File: src/rtl/pixel_stream_pkg.sv
// Shared sizing helpers and per-lane arithmetic for the pixel lane add stream.
// Build option: define ADD_SAT_EN for saturating lanes (default: modulo wrap).
package pixel_stream_pkg;

   localparam int WORD_W = 64;

   function automatic int pixel_width(input int bits);
      return 1 << bits;
   endfunction

   function automatic int group_width(input int bits, input int lanes);
      return lanes * pixel_width(bits);
   endfunction

   // Clamped to 1 so an illegal configuration still elaborates far enough to report itself.
   function automatic int beat_count(input int bits, input int lanes);
      int gw;
      gw = group_width(bits, lanes);
      if (gw <= 0 || gw > WORD_W) return 1;
      return WORD_W / gw;
   endfunction

   function automatic logic [31:0] lane_add(input logic [31:0] pix, input logic [31:0] addend,
                                            input int pw);
      logic [32:0] mask;
      logic [32:0] sum;
      mask = (33'd1 << pw) - 33'd1;
      sum  = ({1'b0, pix} & mask) + ({1'b0, addend} & mask);
`ifdef ADD_SAT_EN
      if (sum > mask) sum = mask;
`else
      sum = sum & mask;
`endif
      return sum[31:0];
   endfunction

endpackage

File: src/rtl/pixel_lane_add_stage.sv
// One stallable pipeline register for a group of LANES pixels. With COMPUTE set the
// stage adds ADDEND to every lane; otherwise it forwards its input unchanged.
module pixel_lane_add_stage
   import pixel_stream_pkg::*;
#(
   parameter int          PW      = 16,
   parameter int          LANES   = 2,
   parameter bit          COMPUTE = 1'b1,
   parameter int unsigned ADDEND  = 1
) (
   input  logic                  clk,
   input  logic                  rst,
   input  logic                  en,
   input  logic                  in_valid,
   input  logic [LANES*PW-1:0]   in_data,
   output logic                  out_valid,
   output logic [LANES*PW-1:0]   out_data
);

   logic [LANES*PW-1:0] result;

   always_comb begin
      result = in_data;
      if (COMPUTE) begin
         for (int i = 0; i < LANES; i++) begin
            result[i*PW +: PW] = PW'(lane_add(32'(in_data[i*PW +: PW]), ADDEND, PW));
         end
      end
   end

   always_ff @(posedge clk) begin
      if (rst) begin
         out_valid <= 1'b0;
         out_data  <= '0;
      end else if (en) begin
         out_valid <= in_valid;
         out_data  <= result;
      end
   end

endmodule

File: src/rtl/pixel_lane_add_stream.sv
// 64-bit valid/ready stream: split into LANES-pixel groups, add ADDEND per pixel in a
// STAGES-deep stallable pipe, repack into 64-bit words. ADD_SAT_EN selects saturation.
module pixel_lane_add_stream
   import pixel_stream_pkg::*;
#(
   parameter int          BITS   = 4,
   parameter int          LANES  = 2,
   parameter int          STAGES = 2,
   parameter int unsigned ADDEND = 1
) (
   input  logic        clk,
   input  logic        rst,
   input  logic [63:0] din,
   input  logic        din_valid,
   output logic        din_ready,
   output logic [63:0] dout,
   output logic        dout_valid,
   input  logic        dout_ready,
   output logic [31:0] words_out
);

   localparam int PW    = pixel_width(BITS);
   localparam int GW    = group_width(BITS, LANES);
   localparam int BEATS = beat_count(BITS, LANES);
   localparam int BW    = (BEATS > 1) ? $clog2(BEATS) : 1;

   generate
      if (GW > WORD_W) begin : g_bad_width
         $error("pixel_lane_add_stream: LANES*PIXELWIDTH (%0d) exceeds 64", GW);
      end
      if (STAGES < 1 || STAGES > 4) begin : g_bad_stages
         $error("pixel_lane_add_stream: STAGES (%0d) must be 1..4", STAGES);
      end
      if (BITS < 3 || BITS > 5) begin : g_bad_bits
         $error("pixel_lane_add_stream: BITS (%0d) must be 3..5", BITS);
      end
      if (LANES < 1 || (LANES & (LANES - 1)) != 0) begin : g_bad_lanes
         $error("pixel_lane_add_stream: LANES (%0d) must be a power of 2", LANES);
      end
   endgenerate

   logic          adv;
   logic          last_valid;
   logic          deser_can_take;
   logic          din_fire;
   logic          dout_fire;

   // ---------------- serializer ----------------
   logic [63:0]   ser_word;
   logic [BW-1:0] ser_beat;
   logic          ser_full;
   logic          ser_last;
   logic [GW-1:0] ser_grp;

   assign ser_last  = (ser_beat == BW'(BEATS - 1));
   // A fresh word may load on the same edge the final beat of the current one leaves.
   assign din_ready = !rst && (!ser_full || (ser_last && adv));
   assign din_fire  = din_valid && din_ready;

   always_comb begin
      ser_grp = '0;
      for (int k = 0; k < BEATS; k++) begin
         if (ser_beat == BW'(k)) ser_grp = ser_word[k*GW +: GW];
      end
   end

   always_ff @(posedge clk) begin
      if (rst) begin
         ser_word <= '0;
         ser_beat <= '0;
         ser_full <= 1'b0;
      end else if (din_fire) begin
         ser_word <= din;
         ser_beat <= '0;
         ser_full <= 1'b1;
      end else if (adv && ser_full) begin
         if (ser_last) ser_full <= 1'b0;
         else          ser_beat <= ser_beat + 1'b1;
      end
   end

   // ---------------- adder pipeline ----------------
   logic [STAGES:0] pv;
   logic [GW-1:0]   pd [0:STAGES];

   assign pv[0] = ser_full;
   assign pd[0] = ser_grp;

   generate
      for (genvar s = 0; s < STAGES; s++) begin : g_stage
         pixel_lane_add_stage #(
            .PW      (PW),
            .LANES   (LANES),
            .COMPUTE (s == 0),
            .ADDEND  (ADDEND)
         ) u_stage (
            .clk       (clk),
            .rst       (rst),
            .en        (adv),
            .in_valid  (pv[s]),
            .in_data   (pd[s]),
            .out_valid (pv[s+1]),
            .out_data  (pd[s+1])
         );
      end
   endgenerate

   assign last_valid = pv[STAGES];

   // ---------------- deserializer ----------------
   logic [63:0]   deser_buf;
   logic [63:0]   deser_next;
   logic [BW-1:0] deser_beat;
   logic          deser_last;

   // Taking a beat is allowed in the same cycle the held output word is accepted.
   assign deser_can_take = !dout_valid || dout_ready;
   assign adv            = !last_valid || deser_can_take;
   assign dout_fire      = dout_valid && dout_ready;
   assign deser_last     = (deser_beat == BW'(BEATS - 1));

   always_comb begin
      deser_next = deser_buf;
      for (int k = 0; k < BEATS; k++) begin
         if (deser_beat == BW'(k)) deser_next[k*GW +: GW] = pd[STAGES];
      end
   end

   always_ff @(posedge clk) begin
      if (rst) begin
         deser_buf  <= '0;
         deser_beat <= '0;
         dout       <= '0;
         dout_valid <= 1'b0;
         words_out  <= '0;
      end else begin
         if (dout_fire) begin
            dout_valid <= 1'b0;
            words_out  <= words_out + 32'd1;
         end
         if (last_valid && adv) begin
            if (deser_last) begin
               dout       <= deser_next;
               dout_valid <= 1'b1;
               deser_beat <= '0;
               deser_buf  <= '0;
            end else begin
               deser_buf  <= deser_next;
               deser_beat <= deser_beat + 1'b1;
            end
         end
      end
   end

endmodule

File: config.mk
export PLATFORM = sky130hd
export DESIGN_NAME = pixel_lane_add_stream
export DESIGN_NICKNAME = d
export VERILOG_FILES = /design/src/rtl/pixel_stream_pkg.sv /design/src/rtl/pixel_lane_add_stage.sv /design/src/rtl/pixel_lane_add_stream.sv
export SDC_FILE = /design/constraint.sdc
export NUM_CORES = 1
export LEC_CHECK = 0
export BUFFER_PORTS_ARGS = -buffer_cell sky130_fd_sc_hd__buf_2
export CORE_AREA = 5 5 151 153
export DETAILED_ROUTE_END_ITERATION = 7
export DIE_AREA = 0 0 156 158
export GPL_ROUTABILITY_DRIVEN = 1
export GPL_TIMING_DRIVEN = 0
export PLACE_DENSITY = 0.79
export RECOVER_POWER = 100
export SETUP_SLACK_MARGIN = 0.5
export SYNTH_ARGS = -nofsm -noshare
export SYNTH_HDL_FRONTEND = slang
export SYNTH_SLANG_ARGS = --single-unit
File: constraint.sdc
create_clock -name clk -period 3.3 [get_ports clk]
set_input_delay 0.66 -clock clk [delete_from_list [all_inputs] [get_ports clk]]
set_output_delay 0.66 -clock clk [all_outputs]
set_load 0.005 [all_outputs]
==> results of run 1 <==
## where the power goes
| part | internal, W | switching, W | total (W) |
|---|---|---|---|
| registers | 0.00327 | 0.0000896 | 0.00336 |
| logic | 0.000155 | 0.000248 | 0.000403 |
| clock network | 0.00182 | 0.00120 | 0.00302 |
## critical path, delay by kind of cell, from the launching register on
| family | cells | cell delay, ns |
|---|---|---|
| AO/OA/AOI/OAI | 2 | 0.41 |
| flip-flops | 1 | 0.40 |
| buffers and inverters | 3 | 1.21 |
| AND/OR/NAND/NOR | 3 | 0.68 |
## cell usage in the layout (no fill, tap or decap), types with 9 or more instances in the layout
cell type    n
dfxtp_1    262
xor2_1      30
xnor2_1     16
nand3_1     51
nor3_1       9
mux2_2      10
nor2_1      83
clkbuf_16   26
nand2_1    381
nor3b_1     32
mux2i_1     21
clkbuf_1   146
a21oi_1    152
buf_2      112
o21ai_0     80
nand4_1     28
## metrics by stage
step / setup slack (ns) / instances / area, µm² / power [W] / util [%]
global route: 0.2829 / 1809 / 12480 / 0.007010 / 58.28
floorplan: 1.025 / 1317 / 10510 / 0.003658 / -
finish: 0.5197 / 1809 / 12480 / 0.006780 / 58.28
detailed placement: 0.5763 / 1762 / 11680 / 0.003816 / 54.54
global placement: 0.6186 / 1762 / 11680 / 0.003803 / 54.54
CTS: 0.5611 / 1809 / 12570 / 0.006815 / 58.71
## cells by family after synthesis
logic type / Yosys count / synth area share (%)
AO/OA/AOI/OAI: 259 / 13.10
XOR/XNOR: 46 / 3.835
adder cells (fa/ha/maj): 3 / 0.3574
buffers and inverters: 99 / 3.799
flip-flops: 262 / 49.93
multiplexers: 31 / 3.073
AND/OR/NAND/NOR: 617 / 25.91
## state kept, by name, indices dropped and copies added, names as in the netlist
name,cells
ser_word,64
ser_full,1
dout,64
g_stage.u_stage.out_valid,2
g_stage.u_stage.out_data,64
words_out,32
deser_buf,32
dout_valid,1
ser_beat,1
deser_beat,1
## what timing repair did
| item | 4_1_cts | 5_1_grt |
|---|---|---|
| resized for setup | 0 | 3 |
| endpoints found under the setup margin | 0 | 3 |
| buffers inserted | 0 | 0 |
## routing by layer
metal,track usage [%],share of wire [%],up-vias
met5,0,0,-
met2,34.65,45,303
met1,30.41,46,4443
li1,-,-,4812
met3,2.925,6.2,50
met4,5.752,2.2,0
## worst min-delay path by stage
stage	startpoint	to	slack, ns	cells after the start
after floorplan	g_stage[0].u_stage.out_data[30]	g_stage[0].u_stage.out_data[30]	0.42	2
after global placement	g_stage[0].u_stage.out_data[31]	g_stage[0].u_stage.out_data[31]	0.44	2
after detailed placement	dout[14]	dout[14]	0.44	2
after CTS	din[42]	ser_word[42]	0.32	3
after global routing	din[14]	ser_word[14]	0.32	3
final	din[60]	ser_word[60]	0.33	3
## final cells by class
class	instances	area (µm²)	area share, %
sequential	262	5245	42.02
buffer	92	367.9	2.947
clock inverter	9	137.6	1.103
tap	280	350.3	2.806
multi-input combinational	956	4845	38.81
timing repair buffer	165	755.7	6.054
clock buffer	38	755.7	6.054
inverter	7	26.28	0.2105
==> impl_metrics.toml, run 1 <==
[clock_tree]
cts_buffer_count = 26
tritoncts_clock_tree = "built"
cts-hold-fix-buffers = 0
clk_latency_ns = 0.53
cts.reportedPaths.clkPinSlew_ns = 0.06
htreeDepth = 1
cts_root_buffer = "clkbuf_16"
cts.path.max_buffers = 3
tritoncts_sinks = 262

[routing]
vias = 9608
avgRoutedWirePerCell_um = 15.28
dr.pass1.iters = 5
post_drt_via_cell_ratio = 5.311
postRouteAntennaNets = 0
first_iter_violations = 749
drcViolationCount = 0
detailed_route_wl_um = 27630

[timing]
timing_worst_slew_pin_value_ns = 1.036
setup_viol = 0
timing.final.crit_period_ns = 2.780
worst_hold_slack_ns = 0.3271
grt_setup_unrepaired = "no"
fmax_mhz = 359.7
clock-skew-final_ns = 0.008947
fin_setup_tns_ns = 0
hold_viol = 0
relSlewSlack_pct = 30.95
post_route_fraction_of_the_period_consumed_by_the_critical_path_pct = 84.25
final-max-slew-violation-count = 0

[layout]
drive_above_1_share_pct = 11.31
antenna-diode-count = 0
final.fill_count = 1979
finish.net_count = 1581
area_delta_synth_final_pct = 18.83

[outcome]
result_of_the_run = "finished clean"

[yosys]
synth.top_cells.by_count = "nand2_1, dfxtp_1, a21oi_1, nor2_1, o21ai_0"
yosys.area.top_type_share_pct = 49.93
synth.yosys.seq_area_share_pct = 49.93
synth_edf_count = 0
synthMostInstantiatedCell = "nand2_1"
ys_ff_latch = 262
post_synthesis_cell_type_with_the_largest_combined_area = "dfxtp_1"
mappedNetlistArea_um2 = 10510
postSynth.topFlopCell = "dfxtp_1"
synth_cell_type_count = 51
synthArstFlopShare_pct = 0
syn_nets = 1388
syn-instance-count = 1317
netlist_top_cells_area = "dfxtp_1, nand2_1, a21oi_1"
post_synth.cell_area_avg_um2 = 7.977
synth-warning-count = 0

[place]
globalplace.congestion = 0.8846
port_buffers = 165
place.detailed.hpwl_um = 20400

[critical_path]
timing_worst_setup_path_type = "reg2reg"
regToRegEndpoint = "ser_word[49]"
critical-path-top-cell-by-count = "clkbuf_1"
endpoint = "ser_word[49]"
crit_arrival_ns = 3.23
worstSetupStartpointType = "flip-flop"
timing.critical_path.fanout_max = 10
worstReg2RegStart = "dout_valid"
reg2regPathDepth = 8
worst_setup_path_startpoint = "dout_valid"
critical_path_required_ns = 3.75
crit_slowest_cell = "clkbuf_1"
critPathMaxStageDelay_ns = 0.45
timing.reg2reg.setup_slack_ns = 0.52
critical_path.cell_chain = "nand3b_1, nand2_1, a211oi_1, clkbuf_1, clkbuf_1, clkbuf_1, nand2_1, o21ai_0"
crit_path_end_kind = "flip-flop"

[die]
coreArea_um2 = 21420
rows = 54
floorplan.die.height_um = 158
initial_core_util_pct = 49.05
chipWidth_um = 156
floorplan.die_area_um2 = 24650
top_level_ports = 166

[global_routing]
vias_in_the_first_global_route = 8965
total_global_route_track_usage_pct = 21.46
grt_max_degree = 15
grt-ovfl-total = 0
global_route_wire_length_before_repair_um = 44270
initial_antenna_violation_count = 0

[worst_hold_path]
worstHoldPathType = "in2reg"

[pwr]
leakage_nw = 4.543
irDropWorstVdd_mv = 0.3276
pwr_density_cell_nw_per_um2 = 543.1

[run]
max_cap_violations = 0
Note: power is estimated with default switching activity, not from simulation.
==> inputs of run 2 (changes only) <==
--- a/config.mk
+++ b/config.mk
@@ -11,7 +11,7 @@
 export DIE_AREA = 0 0 156 158
 export GPL_ROUTABILITY_DRIVEN = 1
 export GPL_TIMING_DRIVEN = 0
-export PLACE_DENSITY = 0.79
+export PLACE_DENSITY = 0.82
 export RECOVER_POWER = 100
 export SETUP_SLACK_MARGIN = 0.5
 export SYNTH_ARGS = -nofsm -noshare
==> constraint.sdc (replaced) <==
create_clock -name clk -period 2.26 [get_ports clk]
set_input_delay 0.452 -clock clk [delete_from_list [all_inputs] [get_ports clk]]
set_output_delay 0.452 -clock clk [all_outputs]
set_load 0.005 [all_outputs]
==> run 2 against run 1 <==
Against the previous run:
- critical path depth down 3
- critical endpoint is now din_ready
- core utilization rose by 2.6 points
- first-iteration DRC count is 8.7% higher
- clock skew rose by 0.011 ns
==> impl_metrics.toml, run 2 (same netlist as run 1, synthesis figures left out) <==
[pwr]
total_power_w = 0.009901
irDropWorstVdd_mv = 0.4553
leakage_nw = 4.836
pwr_density_cell_nw_per_um2 = 759.8

[layout]
finish.net_count = 1601
area_delta_synth_final_pct = 24.05
commonest_non_fill_non_tap_cell_in_the_layout = "nand2_1"
mostFrequentLayoutCells = "nand2_1, dfxtp_1, a21oi_1, clkbuf_1, buf_2"
top_regs = "dout x64, g_stage.u_stage.out_data x64, ser_word x64"
antenna-diode-count = 0
drive_above_1_share_pct = 17.24
final_cell_count_no_fill = 1829

[timing]
fin_setup_tns_ns = 0
post_route_fraction_of_the_period_consumed_by_the_critical_path_pct = 93.69
clock-skew-final_ns = 0.02031
setup_viol = 0
final-max-slew-violation-count = 0
timing_worst_slew_pin_value_ns = 0.7166
timing.final.crit_period_ns = 2.117
worst_hold_slack_ns = 0.1198
hold_viol = 0
fmax_mhz = 472.3
grt_setup_unrepaired = "yes"
relSlewSlack_pct = 52.23

[global_routing]
vias_in_the_first_global_route = 9501
total_global_route_track_usage_pct = 22.79
grt-ovfl-total = 0
global_route_wire_length_before_repair_um = 46710
grt_max_degree = 15
initial_antenna_violation_count = 0

[die]
floorplan.die.height_um = 158
coreArea_um2 = 21420
rows = 54
initial_core_util_pct = 49.05
chipWidth_um = 156
floorplan.die_area_um2 = 24650
top_level_ports = 166

[place]
globalplace.congestion = 0.8830
place.detailed.hpwl_um = 20780
port_buffers = 165
placedCellCount = 1762

[critical_path]
critPathMaxStageDelay_ns = 0.35
critical_path_required_ns = 1.81
crit_slowest_cell = "clkbuf_2"
timing_worst_setup_path_type = "in2out"
worst_setup_path_startpoint = "rst"
worstReg2RegStart = "ser_beat"
worstSetupStartpointType = "input pin"
timing.critical_path.fanout_max = 10
critical-path-top-cell-by-count = "clkbuf_2"
critical_path.cell_chain = "clkbuf_1, clkbuf_2, clkbuf_2, a21oi_1, buf_2"
crit_arrival_ns = 1.67
crit_path_end_kind = "output port"

[routing]
detailed_route_wl_um = 29270
dr.pass1.iters = 5
first_iter_violations = 814
avgRoutedWirePerCell_um = 16.00
postRouteAntennaNets = 0
drcViolationCount = 0
vias = 9971
post_drt_via_cell_ratio = 5.452

[outcome]
result_of_the_run = "finished clean"

[clock_tree]
cts-hold-fix-buffers = 0
htreeDepth = 1
cts_buffer_count = 26
tritoncts_sinks = 262
clk_latency_ns = 0.54
cts.path.max_buffers = 3
cts_root_buffer = "clkbuf_16"
tritoncts_clock_tree = "built"
cts.reportedPaths.clkPinSlew_ns = 0.06

[worst_hold_path]
worstHoldStart = "din[14]"
worstHoldPathType = "in2reg"

[run]
max_cap_violations = 0
==> run 2: cell count changes in the layout (fill, tap and decap cells not counted), moves of 5 or more <==
cell	delta
nand3_1	-8
clkbuf_1	-33
clkbuf_2	+24
nand3_2	+6
o21ai_0	-6
a21oi_1	-5
buf_4	+21
==> run 2: final cells by class <==
class,instances,area [µm²]
Buffer,92,493.0
Clock buffer,36,748.2
Clock inverter,11,118.9
Fill cell,1836,8387
Inverter,7,26.28
Multi-Input combinational cell,956,5137
Sequential cell,262,5246
Tap cell,280,350.3
Timing Repair Buffer,185,910.9
==> run 2: where the power goes <==
group          leakage, nW  switching, W  internal (W)
clock                0.431       0.00176       0.00254
sequential            2.13      0.000133       0.00477
combinational         2.28      0.000409      0.000289
==> run 2: final timing paths <==
path / depth (start not counted) / slack (ns) / to
setup reg to reg: 10 / 0.16 / g_stage[0].u_stage.out_data[12]
hold / removal: 3 / 0.12 / ser_word[14]
hold reg to reg: 2 / 0.45 / dout[10]
setup / recovery: 5 / 0.14 / din_ready
==> run 2: critical path, delay by kind of cell <==
family	cells	cell delay, ns
buf+inv	4	1.09
compound gates	1	0.13
==> run 2: routing by layer <==
metal / up-vias / wire length [µm] / global-route usage, %
met1: 4617 / 12580 / 30.70
met2: 416 / 13660 / 37.80
li1: 4860 / - / -
met4: 0 / 909 / 7.795
met3: 78 / 2118 / 3.171
met5: - / 0 / 0
==> run 2: what timing repair did <==
item | in CTS | in global routing
setup endpoints to repair | 243 | 204
pin swaps | 26 | 26
setup buffers | 16 | 3
cloned | 1 | 0
resized for setup | 66 | 72
==> run 2: metrics by stage <==
step           util (%)  area, µm²  setup WS, ns
2_1_floorplan         -      10600        0.3257
3_3_place_gp      54.96      11770       -0.1383
3_5_place_dp      54.96      11770       -0.1765
4_1_cts           60.50      12960        0.2246
5_1_grt           60.84      13030       0.09792
6_report          60.84      13030        0.1426
